### config.mk
export PLATFORM = sky130hd
export DESIGN_NAME = sw_input_conditioner
export DESIGN_NICKNAME = d
export VERILOG_FILES = /design/src/rtl/sw_input_conditioner_pkg.sv /design/src/rtl/sw_input_conditioner_debounce_bit.sv /design/src/rtl/sw_input_conditioner.sv
export SDC_FILE = /design/constraint.sdc
export NUM_CORES = 1
export LEC_CHECK = 0
export ABC_AREA = 0
export CAP_MARGIN = 5
export CORE_MARGIN = 2
export CORE_UTILIZATION = 62
export CTS_CLUSTER_DIAMETER = 40
export DETAILED_ROUTE_END_ITERATION = 8
export PLACE_DENSITY = 0.81
export SLEW_MARGIN = 25
export SYNTH_ARGS = -nofsm -noshare
export SYNTH_HDL_FRONTEND = slang
export SYNTH_HIERARCHICAL = 1
export SYNTH_SLANG_ARGS = --single-unit
### constraint.sdc
create_clock -name clk -period 4.1 [get_ports clk]
set_clock_uncertainty 0.05 [all_clocks]
set_input_delay 0.82 -clock clk [delete_from_list [all_inputs] [get_ports clk]]
set_output_delay 0.82 -clock clk [all_outputs]
set_load 0.02 [all_outputs]
### src/rtl/sw_input_conditioner_pkg.sv
// Shared definitions for the slide-switch conditioning path.
//   N_SW_DEFAULT : default number of switch bits
//   SW_ADDR      : MMIO address at which software reads the debounced switches (zero-extended)
//   LED_ADDR     : MMIO address of the neighbouring LED register
//   db_state_t   : per-bit debounce FSM state
package sw_input_conditioner_pkg;

    localparam int          N_SW_DEFAULT = 10;
    localparam logic [31:0] SW_ADDR      = 32'hC000_0000;
    localparam logic [31:0] LED_ADDR     = 32'hC000_0004;

    typedef enum logic {
        DB_IDLE  = 1'b0,
        DB_CHECK = 1'b1
    } db_state_t;

endpackage

### src/rtl/sw_input_conditioner_debounce_bit.sv
// Single-bit switch conditioner: synchroniser, debounce FSM with counter,
// edge/rise pulses and a sticky change flag.
// Ports:
//   clk         : system clock, rising edge
//   reset       : asynchronous, active-low reset
//   i_raw       : raw asynchronous switch pin
//   i_event_clr : clears o_event (1 = clear); a coincident set wins
//   o_stable    : debounced level
//   o_edge      : one-cycle pulse when a new level is accepted
//   o_rise      : one-cycle pulse when a 0->1 change is accepted
//   o_event     : sticky flag set by o_edge
module sw_debounce_bit
    import sw_input_conditioner_pkg::*;
#(
    parameter int SYNC_STAGES     = 2,
    parameter int DEBOUNCE_CYCLES = 500000
) (
    input  logic clk,
    input  logic reset,
    input  logic i_raw,
    input  logic i_event_clr,
    output logic o_stable,
    output logic o_edge,
    output logic o_rise,
    output logic o_event
);

    localparam int               CNT_W   = $clog2(DEBOUNCE_CYCLES + 1);
    localparam logic [CNT_W-1:0] CNT_MAX = CNT_W'(DEBOUNCE_CYCLES);
    localparam logic [CNT_W-1:0] CNT_ONE = CNT_W'(1);

    logic [SYNC_STAGES-1:0] r_sync;
    logic                   w_s;
    db_state_t              r_state;
    logic [CNT_W-1:0]       r_cnt;
    logic                   r_stable;
    logic                   r_edge;
    logic                   r_rise;
    logic                   r_event;

    // Oldest stage is the only view of the pin that the FSM ever sees.
    assign w_s = r_sync[SYNC_STAGES-1];

    always_ff @(posedge clk or negedge reset) begin
        if (!reset) begin
            r_sync <= '0;
        end else begin
            r_sync <= {r_sync[SYNC_STAGES-2:0], i_raw};
        end
    end

    // The counter never passes CNT_MAX: reaching it with a still-mismatching
    // input accepts the new level and returns to idle.
    always_ff @(posedge clk or negedge reset) begin
        if (!reset) begin
            r_state  <= DB_IDLE;
            r_cnt    <= '0;
            r_stable <= 1'b0;
            r_edge   <= 1'b0;
            r_rise   <= 1'b0;
            r_event  <= 1'b0;
        end else begin
            r_edge  <= 1'b0;
            r_rise  <= 1'b0;
            // Uses the registered edge pulse, so a clear in the pulse cycle loses.
            r_event <= r_edge | (r_event & ~i_event_clr);
            case (r_state)
                DB_IDLE: begin
                    if (w_s != r_stable) begin
                        r_state <= DB_CHECK;
                        r_cnt   <= CNT_ONE;
                    end
                end
                DB_CHECK: begin
                    if (w_s == r_stable) begin
                        // Any glitch back to the stable level restarts from scratch.
                        r_state <= DB_IDLE;
                        r_cnt   <= '0;
                    end else if (r_cnt == CNT_MAX) begin
                        r_state  <= DB_IDLE;
                        r_cnt    <= '0;
                        r_stable <= w_s;
                        r_edge   <= 1'b1;
                        r_rise   <= w_s;
                    end else begin
                        r_cnt <= r_cnt + CNT_ONE;
                    end
                end
            endcase
        end
    end

    assign o_stable = r_stable;
    assign o_edge   = r_edge;
    assign o_rise   = r_rise;
    assign o_event  = r_event;

endmodule

### src/rtl/sw_input_conditioner.sv
// Board slide-switch conditioner feeding the memory/IO switches port.
// Each bit is synchronised, debounced independently and given edge pulses
// plus a sticky change flag.
// Ports:
//   clk       : system clock, rising edge
//   reset     : asynchronous, active-low reset
//   sw_raw    : raw asynchronous switch pins
//   event_clr : per-bit clear of sw_event (1 = clear)
//   sw_stable : debounced switch levels
//   sw_edge   : one-cycle pulse on any accepted level change
//   sw_rise   : one-cycle pulse on an accepted 0->1 change
//   sw_event  : sticky flag set by sw_edge, cleared by event_clr
module sw_input_conditioner
    import sw_input_conditioner_pkg::*;
#(
    parameter int N_SW            = N_SW_DEFAULT,
    parameter int SYNC_STAGES     = 2,
    parameter int DEBOUNCE_CYCLES = 500000
) (
    input  logic            clk,
    input  logic            reset,
    input  logic [N_SW-1:0] sw_raw,
    input  logic [N_SW-1:0] event_clr,
    output logic [N_SW-1:0] sw_stable,
    output logic [N_SW-1:0] sw_edge,
    output logic [N_SW-1:0] sw_rise,
    output logic [N_SW-1:0] sw_event
);

    for (genvar g = 0; g < N_SW; g++) begin : g_bit
        sw_debounce_bit #(
            .SYNC_STAGES     (SYNC_STAGES),
            .DEBOUNCE_CYCLES (DEBOUNCE_CYCLES)
        ) u_bit (
            .clk         (clk),
            .reset       (reset),
            .i_raw       (sw_raw[g]),
            .i_event_clr (event_clr[g]),
            .o_stable    (sw_stable[g]),
            .o_edge      (sw_edge[g]),
            .o_rise      (sw_rise[g]),
            .o_event     (sw_event[g])
        );
    end

endmodule

Word-level counts from Yosys, hierarchy flattened

Index checks and enable logic that the tools add are counted.

$mul: 0
Bitwise gates (word level): 50
Shift-type cells: 0
Add/sub/neg operators: 10
Reductions and logical operators: 10
Equal/unequal tests: 40
Mux-type cells: 140
Magnitude comparators: 0
Divide/modulo/power cells: 0

Operators with widths:

| operator                | count |
|---|---|
| $mux W19                | 30 |
| $pmux W19 S2            | 10 |
| $add A19 B1 Y19 const B | 10 |
| $eq A19 B19 Y1 const B  | 10 |
| $mux W1                 | 90 |
| $not A1 Y1              | 30 |
| $reduce_and A3 Y1       | 10 |
| $ne A2 B1 Y1 const B    | 10 |
| $pmux W1 S2             | 10 |
| $and A1 B1 Y1           | 10 |
| $eq A1 B1 Y1            | 10 |
| $ne A1 B1 Y1            | 10 |
| $or A1 B1 Y1            | 10 |

Memories kept: 0
Logic and storage cells: 320
Output and inout port bits: 40
Register bits after elaboration: 260
Bits in writable memories: 0
Latch bits: 0
ROM bits: 0
Bits of input ports: 22

Logic depth before layout (Yosys ltp)

Gate-level depths: netlist of the first run.

Depth in word-level cells: 4
Mapped depth: 8

Cells and area by module

The synthesis of the first run kept the hierarchy.

Modules (own cells, without submodules):

| module                                | cells each | instances | area each (um2) |
|---|---|---|---|
| sw_debounce_bit at g_bit[0].u_bit ... | 151        | 8         | 1418.9 |
| sw_debounce_bit at g_bit[9].u_bit     | 153        | 1         | 1408.9 |
| sw_debounce_bit at g_bit[3].u_bit     | 135        | 1         | 1338.8 |

Worst setup path before layout of the first run

OpenSTA, ideal clock, no wires.

Path kind: reg2reg
From: register g_bit[9].u_bit.r_cnt[12]
To: register g_bit[9].u_bit.r_cnt[14]
Clock period less this slack: 1.869 ns
Slack: 2.231 ns
Data required time: 3.929 ns
Stages on the path, launching flop included: 5
Data arrival time: 1.698 ns
Cell sequence: dfrtp_1 -> or4_4 -> o31a_4 -> a21o_1 -> a22o_1

Word-level cells in the longest chain between the ends: 4
Elaborated cells on any way between the ends: 5
Those cells by class: 1 x add/sub; 1 x eq/ne; 3 x mux

Ends and longest elaborated chain:

| element                                           | RTL line                                                                         | RTL |
|---|---|---|
| start, declared                                   | sw_input_conditioner_debounce_bit.sv:35                                          | `logic [CNT_W-1:0] r_cnt;` |
| start signal, assigned                            | sw_input_conditioner_debounce_bit.sv:86                                          | `r_cnt <= r_cnt + CNT_ONE;` |
| $add A19 B1 Y19 or $eq A19 B19 Y1 (tied branches) | sw_input_conditioner_debounce_bit.sv:86, sw_input_conditioner_debounce_bit.sv:79 |  |
| $mux W19 (*)                                      | sw_input_conditioner_debounce_bit.sv:79                                          | `end else if (r_cnt == CNT_MAX) begin` |
| $mux W19 (*)                                      | sw_input_conditioner_debounce_bit.sv:75                                          | `if (w_s == r_stable) begin` |
| $pmux W19 S2 (*)                                  | sw_input_conditioner_debounce_bit.sv:67                                          | `case (r_state)` |

Mark *: on every way between the ends. The rest lies on a longest branch, timed or not.
A chain may end at the register's enable or synchronous reset.

Worst setup path after layout of the first run

From: register g_bit[3].u_bit.r_stable
To: output sw_stable[3]

RTL lines:

| element                | RTL line                                | RTL |
|---|---|---|
| start, declared        | sw_input_conditioner_debounce_bit.sv:36 | `logic r_stable;` |
| start signal, assigned | sw_input_conditioner_debounce_bit.sv:82 | `r_stable <= w_s;` |
| end, declared          | sw_input_conditioner.sv:24              | `output logic [N_SW-1:0] sw_stable,` |

No word-level cell between the ends.

==> results of run 1 <==
[layout make-up]
| class | instances | area [um2] |
|---|---|---|
| flip-flops and latches | 260 | 6510 |
| clock inverters | 23 | 354 |
| well taps | 285 | 357 |
| fillers | 1633 | 6170 |
| repair buffers | 64 | 663 |
| multi-input cells | 1102 | 7030 |
| clock buffers | 48 | 1070 |
| inverters | 91 | 342 |
[sequential cells by signal (all words and copies together), names as in the netlist]
signal / cells
g_bit.u_bit/r_cnt: 190
g_bit.u_bit/r_sync: 20
g_bit.u_bit/o_edge: 10
g_bit.u_bit/o_event: 10
g_bit.u_bit/o_rise: 10
g_bit.u_bit/o_stable: 10
g_bit.u_bit/r_state: 10
[cells in the mapped netlist (all sizes together) (15+ instances only)]
| cell type | instances |
|---|---|
| dfrtp | 260 |
| nand3 | 189 |
| nand2 | 150 |
| a21oi | 115 |
| inv | 91 |
| nor2 | 71 |
| nand4 | 65 |
| or3 | 64 |
| and3 | 54 |
| o21ai | 52 |
| mux2i | 35 |
| nor4b | 29 |
| clkbuf | 28 |
| nor3 | 28 |
| a31oi | 26 |
| a21o | 20 |
| ha | 20 |
| and2 | 19 |
| a22o | 18 |
| o311ai | 18 |
| and4b | 17 |
| buf | 15 |
[power breakdown]
part / switching, mW / internal (mW)
sequential: 0.0693 / 2.62
clock: 1.21 / 2.38
combinational: 0.234 / 0.121
total: 1.51 / 5.13
[path summary, 6_finish.rpt]
| path | slack (ns) | end | from |
|---|---|---|---|
| setup reg to reg | 1.95 | g_bit[6].u_bit/r_cnt[18]$_DFFE_PN0P_ | g_bit[6].u_bit/o_stable$_DFFE_PN0P_ |
| hold / removal | 0.30 | g_bit[0].u_bit/r_cnt[17]$_DFFE_PN0P_ | reset |
| min in group clk | 0.30 | g_bit[2].u_bit/r_sync[1]$_DFF_PN0_ | g_bit[2].u_bit/r_sync[0]$_DFF_PN0_ |
| max in group asynchronous | 2.68 | g_bit[6].u_bit/r_cnt[7]$_DFFE_PN0P_ | reset |
| setup / recovery | 1.63 | sw_stable[3] | g_bit[3].u_bit/o_stable$_DFFE_PN0P_ |
| hold reg to reg | 0.30 | g_bit[2].u_bit/r_sync[1]$_DFF_PN0_ | g_bit[2].u_bit/r_sync[0]$_DFF_PN0_ |
[cells by family (layout without fill, tap and decap cells)]
group,Yosys count,count (layout),share of synthesized area (%)
buffers and inverters,134,226,4.10
AND/OR/NAND/NOR,747,747,30.9
multiplexers,45,45,3.28
XOR/XNOR,20,20,1.24
AO/OA/AOI/OAI,270,270,12.5
flip-flops,260,260,46.1
adder cells (fa/ha/maj),20,20,1.77
[layer usage]
metal | GRT usage (%) | share of wire [%] | up-vias
met2 | 43.8 | 50 | 305
li1 | - | - | 5676
met5 | 0 | 0 | -
met4 | 7.45 | 1.5 | 0
met1 | 35.4 | 44 | 5800
met3 | 4.01 | 4.7 | 55
[stage by stage]
step                cells  hold slack, ns  setup slack (ns)  total power, mW
global placement     1802           0.282              2.10             3.07
CTS                  1873           0.298              1.61             6.71
detailed placement   1802           0.286              2.02             3.09
floorplan            1496           0.281              2.23             2.94
global route         1873           0.303              1.57             6.88
finish               1873           0.296              1.63             6.64
[cells in the final DEF (no fill, tap or decap), drive strengths merged, types with 20 or more instances in the layout]
cell | Yosys | final
a21o | 20 | 20
nand3 | 189 | 189
nand4 | 65 | 65
or3 | 64 | 64
clkbuf | 28 | 48
a21oi | 115 | 115
nor4b | 29 | 29
nor3 | 28 | 28
and3 | 54 | 54
ha | 20 | 20
a31oi | 26 | 26
mux2i | 35 | 35
inv | 91 | 97
clkdlybuf4s50 | 0 | 60
nand2 | 150 | 150
o21ai | 52 | 52
dfrtp | 260 | 260
nor2 | 71 | 71
==> impl_metrics.py, run 1 <==
metrics = {
    "worst_hold_path": {
        "min_path_type": "in -> async",
    },
    "cts": {
        "cts_resized": 0,
        "tritoncts": "done",
        "cts_sinks": 260,
        "post_cts_buffers": 0,
        "clk_latency_ns": 0.51,
        "clk_path_buf_depth": 3,
        "cts_buffers": 40,
        "holdBufCountCts": 0,
        "clk_pin_slew_ns": 0.05,
        "cts-htree-levels": 2,
        "cts-root-buf": "clkbuf_16",
    },
    "sta": {
        "fin_tns_setup_ns": 0,
        "rsz0062_at_grt": "no",
        "period_share_pct": 60.4,
        "slew_viol_final": 0,
        "tightest_slew_ns": 1.02,
        "setup_viol": 0,
        "min_period_ns": 2.47,
        "fmax_mhz": 404,
        "final-hold-violation-count": 0,
        "slew_headroom_pct": 31.5,
    },
    "layout": {
        "antenna_cells": 0,
        "postLayoutCoreUtil_pct": 72.6,
        "nets": 1601,
        "syn_to_final_growth_pct": 15.8,
        "final_area_um2": 16300,
        "drive_above_1_share_pct": 8.69,
    },
    "setup_path": {
        "critPathCaptureType": "output port",
        "slowest_delay_ns": 0.65,
        "cp-start-kind": "flip-flop",
        "critical_path_class": "reg -> out",
        "crit_chain": "clkdlybuf4s50_1",
        "cp_max_fo": 5,
        "worstPathArrival_ns": 1.60,
        "required_ns": 3.23,
        "cp_slowest_cell": "clkdlybuf4s50_1",
        "cpLargestDelayFamily": "buffers and inverters",
        "worstSetupPathDepth": 1,
        "rr_worst_depth": 5,
        "crit_buf_inv": 1,
    },
    "logic_synthesis": {
        "yosys_most_used_dff": "dfrtp_1",
        "yosysTopAreaCell": "dfrtp_1",
        "postSynthCellCount": 1496,
        "ys_types": 57,
        "synth.area.top_cells": "dfrtp_1 (46%), nand3_1 (6.7%), a21oi_1 (4.0%), nand2_1 (4.0%), or3_1 (2.8%)",
        "seq_area_frac_synth_pct": 46.1,
        "yosysWarnings": 6,
        "netlist_area_um2": 14100,
        "synthArstFlopShare_pct": 100,
        "synth_top_cell_area_share_pct": 46.1,
        "syn-num-nets": 1538,
        "syn_area_per_cell_um2": 9.42,
        "ys_seq_elements": 260,
        "synth_edf_count": 0,
    },
    "power": {
        "p_per_area_nw_per_um2": 407,
        "vdd.ir_drop.worst_v": 0.000395,
        "p_leak_nw": 7.13,
    },
    "routing": {
        "dr.pass1.iters": 5,
        "routedWlPerCell_um": 16.4,
        "antenna_left": 0,
        "viasPerCell": 6.32,
        "drt_iter0_drc": 916,
        "totalWireLength_um": 30800,
        "drc_errors": 0,
        "vias": 11836,
    },
    "floorplanning": {
        "fp.dieH_um": 155,
        "die_x_um": 155,
        "initial_core_util_pct": 62.7,
        "coreArea_um2": 22500,
        "die_area_um2": 24000,
        "rows": 55,
        "ios": 62,
    },
    "global_routing": {
        "grt_antenna_before_repair": 0,
        "grt_max_degree": 109,
        "grt-ovfl-total": 0,
        "grt_pass1_vias": 11253,
        "grt_pass1_wl_um": 53000,
        "grt_usage_pct": 26.0,
    },
    "placed_design": {
        "dp_hpwl_um": 20000,
        "gp_congestion": 0.864,
        "port_buffers": 61,
        "placed_area_um2": 14900,
    },
    "job": {
        "max_cap_violations": 0,
    },
    "status": {
        "status": "finished clean",
    },
}
(Power assumes the default switching activity.)
==> run 2: changes to the inputs <==
CORE_UTILIZATION = 55   (was 62)
PLACE_DENSITY = 0.76   (was 0.81)
clock period = 2 ns   (was 4.1 ns; I/O delays follow)
==> run 2 against run 1 <==
First-iteration DRC count increased by 16%. Highest routed layer unchanged. Worst setup slack worse by 1.6 ns. Combinational power rose by 140%. Critical path type is now reg -> reg. Largest cell class unchanged. Sequential power is 100% higher.
==> impl_metrics.py, run 2 (synthesis results as in run 1) <==
metrics = {
    "layout": {
        "reg_top3": "g_bit.u_bit/r_cnt x190, g_bit.u_bit/r_sync x20",
        "drive_above_1_share_pct": 16.7,
        "final_common_cell": "dfrtp_1",
        "syn_to_final_growth_pct": 24.4,
        "nets": 1728,
        "largest_register_ffs": 190,
        "regMostFlops": "g_bit.u_bit/r_cnt",
        "antenna_cells": 0,
        "layout_common_cells": "dfrtp_1 (258), nand3_1 (188), nand2_1 (150)",
        "fin_cells": 2046,
    },
    "setup_path": {
        "critical_path_class": "reg -> reg",
        "worstPathArrival_ns": 2.34,
        "required_ns": 2.34,
        "cp_max_fo": 4,
        "critPathCaptureType": "flip-flop",
        "cp-start-kind": "flip-flop",
    },
    "sta": {
        "min_period_ns": 2.00,
        "period_share_pct": 99.8,
        "final-hold-violation-count": 0,
        "slew_viol_final": 0,
        "setup_viol": 0,
        "tightest_slew_ns": 0.740,
        "fmax_mhz": 501,
        "slew_headroom_pct": 50.5,
    },
    "global_routing": {
        "grt_usage_pct": 24.7,
        "grt_max_degree": 66,
        "grt_pass1_wl_um": 55600,
        "grt_antenna_before_repair": 0,
        "grt_pass1_vias": 11884,
        "grt-ovfl-total": 0,
    },
    "floorplanning": {
        "coreArea_um2": 25200,
        "rows": 58,
        "ios": 62,
        "fp.dieH_um": 164,
        "initial_core_util_pct": 56.0,
        "die_area_um2": 26900,
        "die_x_um": 164,
    },
    "power": {
        "vdd.ir_drop.worst_v": 0.000913,
        "p_per_area_nw_per_um2": 759,
        "p_leak_nw": 7.88,
        "p_total_mw": 13.3,
    },
    "placed_design": {
        "place_inst": 1954,
        "gp_congestion": 0.908,
        "port_buffers": 61,
        "dp_hpwl_um": 22100,
    },
    "cts": {
        "cts_sinks": 260,
        "clk_pin_slew_ns": 0.06,
        "tritoncts": "done",
        "clk_path_buf_depth": 3,
        "cts_buffers": 39,
        "cts-root-buf": "clkbuf_16",
        "cts-htree-levels": 2,
        "clk_latency_ns": 0.51,
    },
    "routing": {
        "vias": 12494,
        "drc_errors": 0,
        "viasPerCell": 6.11,
        "antenna_left": 0,
        "routedWlPerCell_um": 16.3,
        "totalWireLength_um": 33300,
        "drt_iter0_drc": 1066,
        "dr.pass1.iters": 6,
    },
    "status": {
        "status": "finished clean",
    },
    "worst_hold_path": {
        "min_path_type": "in -> reg",
    },
    "job": {
        "max_cap_violations": 0,
    },
}
run 2: cell types whose count changed in the layout (fill, tap and decap cells not counted), sizes merged, moves of 2 or more:
cell,before,now
buf,4,128
clkdlybuf4s50,60,48
dlygate4sd2,0,11
bufinv,8,3
clkinvlp,3,6
clkbuf,48,50
run 2: per-layer routing:
layer  global-route usage (%)  up-vias  routed length, um
met1                     33.4     6078              14600
met4                     7.50        0                709
met2                     41.2      403              16300
met3                     3.64       72               1730
met5                        0        -                  0
li1                         -     5941                  -
run 2: power by group:
part | leakage (nW) | switching (mW) | total [mW] | internal [mW]
clock | 0.653 | 2.56 | 6.94 | 4.38
combinational | 3.70 | 0.515 | 0.863 | 0.349
sequential | 3.53 | 0.136 | 5.51 | 5.38
total | 7.88 | 3.21 | 13.3 | 10.1
run 2: final cells by class:
| class | instances | area (um2) |
|---|---|---|
| Clock buffer | 48 | 1100 |
| Clock inverter | 23 | 259 |
| Fill cell | 1892 | 7640 |
| Inverter | 91 | 342 |
| Multi-Input combinational cell | 1103 | 7170 |
| Sequential cell | 260 | 6510 |
| Tap cell | 330 | 413 |
| Timing Repair Buffer | 191 | 1740 |
run 2: critical path: stages, from the launching register on:
cell     delay, ns
dfrtp_1       0.44
nor4b_2       0.35
nand4_1       0.24
nor3_4        0.25
and2_1        0.21
mux2_2        0.34
run 2: final timing paths:
kind	end	cells past startpoint	slack (ns)	start
max	g_bit[9].u_bit/o_stable$_DFFE_PN0P_	5	0.003	g_bit[9].u_bit/r_cnt[9]$_DFFE_PN0P_
max reg2reg	g_bit[9].u_bit/o_stable$_DFFE_PN0P_	5	0.003	g_bit[9].u_bit/r_cnt[9]$_DFFE_PN0P_
min reg2reg	g_bit[9].u_bit/r_sync[1]$_DFF_PN0_	0	0.30	g_bit[9].u_bit/r_sync[0]$_DFF_PN0_
min in group asynchronous	g_bit[0].u_bit/r_cnt[18]$_DFFE_PN0P_	2	0.34	reset
max in group asynchronous	g_bit[8].u_bit/r_cnt[3]$_DFFE_PN0P_	3	0.87	reset
min	g_bit[8].u_bit/r_sync[0]$_DFF_PN0_	1	0.28	sw_raw[8]
run 2: per-stage QoR:
step	hold slack (ns)	area [um2]	util (%)	TNS (ns)	setup WS, ns
2_1_floorplan	0.0544	14100	-	0	0.131
3_3_place_gp	0.282	15800	62.6	0	0.105
3_5_place_dp	0.281	15800	62.6	-0.101	-0.0371
4_1_cts	0.257	17100	68.1	0	0.00525
5_1_grt	0.260	17500	69.6	-0.134	-0.0315
6_report	0.275	17500	69.6	0	0.00305
run 2: repair_timing:
action                                  CTS  global route
pin swaps                                 0            15
hold endpoints to repair                 41             0
setup buffers                             0            17
hold buffers                              1             0
cloned                                    0             3
resized for setup                        13            32
endpoints found under the setup margin   15            88
==> run 3: changes to the inputs <==
CORE_ASPECT_RATIO = 0.7   (was default)
==> run 3 against run 2 <==
Worst setup slack better by 0.024 ns. Die area is essentially flat. Sequential cell count did not move. Combinational power fell by 0.6%. Maximum frequency increased by 1.2%. Utilization fell by 0.52 points. First-iteration DRC count is 4.9% higher. Wire length rose by 1.6%. Clock power is 9.9% lower. Final cell count decreased by 1.4%. Critical endpoint is now g_bit[9].u_bit/r_cnt[17]$_DFFE_PN0P_.
==> impl_metrics.py, run 3 (synthesis results as in run 1) <==
metrics = {
    "floorplanning": {
        "initial_core_util_pct": 56.6,
        "die_x_um": 195,
        "coreArea_um2": 24900,
        "rows": 48,
        "die_area_um2": 27000,
        "fp.dieH_um": 138,
        "ios": 62,
    },
    "power": {
        "p_comb_share_pct": 6.8,
        "clock_power_share_pct": 49.5,
        "p_per_area_nw_per_um2": 733,
        "vdd.ir_drop.worst_v": 0.000801,
        "switching_share_pct": 24.5,
        "power_switching_mw": 3.09,
        "p_leak_nw": 7.73,
        "p_seq_share_pct": 43.7,
        "p_int_mw": 9.53,
    },
    "cts": {
        "cts-htree-levels": 2,
        "cts_buffers": 35,
        "clk_path_buf_depth": 3,
        "clk_latency_ns": 0.52,
        "tritoncts": "done",
        "clk_pin_slew_ns": 0.06,
        "cts_sinks": 260,
        "cts-root-buf": "clkbuf_16",
    },
    "routing": {
        "vias": 12460,
        "routedWlPerCell_um": 16.8,
        "antenna_left": 0,
        "dr.pass1.iters": 6,
        "drc_errors": 0,
        "viasPerCell": 6.18,
        "drt_iter0_drc": 1118,
        "totalWireLength_um": 33800,
    },
    "layout": {
        "num-fill-cells": 1870,
        "regMostFlops": "g_bit.u_bit/r_cnt",
        "largest_register_ffs": 190,
        "drive_above_1_share_pct": 15.8,
        "nets": 1710,
        "layout_common_cells": "dfrtp_1 (256), nand3_1 (188), nand2_1 (149)",
        "multi_input_area_um2": 7170,
        "final_common_cell": "dfrtp_1",
        "syn_to_final_growth_pct": 22.2,
        "reg_top3": "g_bit.u_bit/r_cnt x190, g_bit.u_bit/r_sync x20",
        "postLayoutCoreUtil_pct": 69.1,
        "regArea_um2": 6510,
        "antenna_cells": 0,
    },
    "sta": {
        "fin_tns_setup_ns": 0,
        "setup_viol": 0,
        "slew_headroom_pct": 47.1,
        "final-hold-violation-count": 0,
        "min_period_ns": 1.97,
        "fmax_mhz": 507,
        "slew_viol_final": 0,
        "period_share_pct": 98.6,
        "tightest_slew_ns": 0.790,
    },
    "global_routing": {
        "grt_max_degree": 59,
        "grt_antenna_before_repair": 0,
        "grt_usage_pct": 24.9,
        "grt_pass1_wl_um": 55500,
        "grt-ovfl-total": 0,
        "grt_pass1_vias": 11198,
    },
    "setup_path": {
        "cp_slowest_cell": "o31a_4",
        "crit_chain": "nor4b_2, nand4_1, o31a_4, a21o_1, a22o_1",
        "critPathCaptureType": "flip-flop",
        "cp_max_fo": 8,
        "crit_buf_inv": 0,
        "cpLargestDelayFamily": "compound AO/OA/AOI/OAI gates",
        "cp-start-kind": "flip-flop",
        "slowest_delay_ns": 0.46,
        "worstPathArrival_ns": 2.33,
        "required_ns": 2.36,
        "critical_path_class": "reg -> reg",
    },
    "placed_design": {
        "dp_hpwl_um": 22800,
        "gp_congestion": 0.889,
        "port_buffers": 61,
    },
    "status": {
        "status": "finished clean",
    },
    "worst_hold_path": {
        "min_path_type": "in -> reg",
    },
    "job": {
        "max_cap_violations": 0,
    },
}
run 3: routing by layer:
metal	global-route usage, %	wire [um]	share of wire, %
met5	0	0	0
met4	6.74	582	1.7
met3	4.04	2170	6.4
met2	37.0	14700	44
met1	37.9	16300	48
run 3: power by group through the flow:
stage,sequential (mW),combinational [mW],clock [mW]
2_1_floorplan,5.57,0.469,0
3_3_place_gp,5.59,0.761,0
3_5_place_dp,5.60,0.781,0
4_1_cts,5.51,0.798,6.40
5_1_grt,5.53,0.956,6.63
6_report,5.52,0.858,6.25
run 3: metrics by stage:
| stage | hold slack [ns] | worst slack (ns) | total power [mW] | cell area [um2] | cells |
|---|---|---|---|---|---|
| global placement | 0.258 | 0.0525 | 6.35 | 15700 | 1936 |
| CTS | 0.249 | 0.000267 | 12.7 | 16900 | 2000 |
| detailed placement | 0.258 | -0.0622 | 6.38 | 15700 | 1936 |
| global route | 0.250 | -0.0364 | 13.1 | 17200 | 2017 |
| floorplan | 0.0544 | 0.131 | 6.04 | 14100 | 1496 |
| finish | 0.268 | 0.0274 | 12.6 | 17200 | 2017 |
run 3: timing repair:
item	4_1_cts	5_1_grt
endpoints found under the hold margin	30	0
gates resized for setup	14	40
pin swaps	1	12
gates cloned	0	2
endpoints found under the setup margin	15	105
setup buffers	2	15
hold buffers	1	0
run 3: path summary, 6_finish.rpt:
| check | slack, ns | cells past startpoint | end | startpoint |
|---|---|---|---|---|
| min | 0.27 | 1 | g_bit[0].u_bit/r_sync[0]$_DFF_PN0_ | sw_raw[0] |
| max in group asynchronous | 0.94 | 3 | g_bit[9].u_bit/r_cnt[9]$_DFFE_PN0P_ | reset |
| max | 0.03 | 5 | g_bit[9].u_bit/r_cnt[17]$_DFFE_PN0P_ | g_bit[9].u_bit/r_cnt[11]$_DFFE_PN0P_ |
| max reg2reg | 0.03 | 5 | g_bit[9].u_bit/r_cnt[17]$_DFFE_PN0P_ | g_bit[9].u_bit/r_cnt[11]$_DFFE_PN0P_ |
| min in group asynchronous | 0.31 | 2 | g_bit[0].u_bit/o_event$_DFF_PN0_ | reset |
| min reg2reg | 0.29 | 0 | g_bit[5].u_bit/r_sync[1]$_DFF_PN0_ | g_bit[5].u_bit/r_sync[0]$_DFF_PN0_ |
run 3: layout make-up:
class	count	area share [%]
Multi-Input combinational cell	1103	41.6
Clock inverter	15	1.04
Inverter	91	1.98
Sequential cell	260	37.8
Timing Repair Buffer	177	9.47
Tap cell	325	2.36
Clock buffer	46	5.74
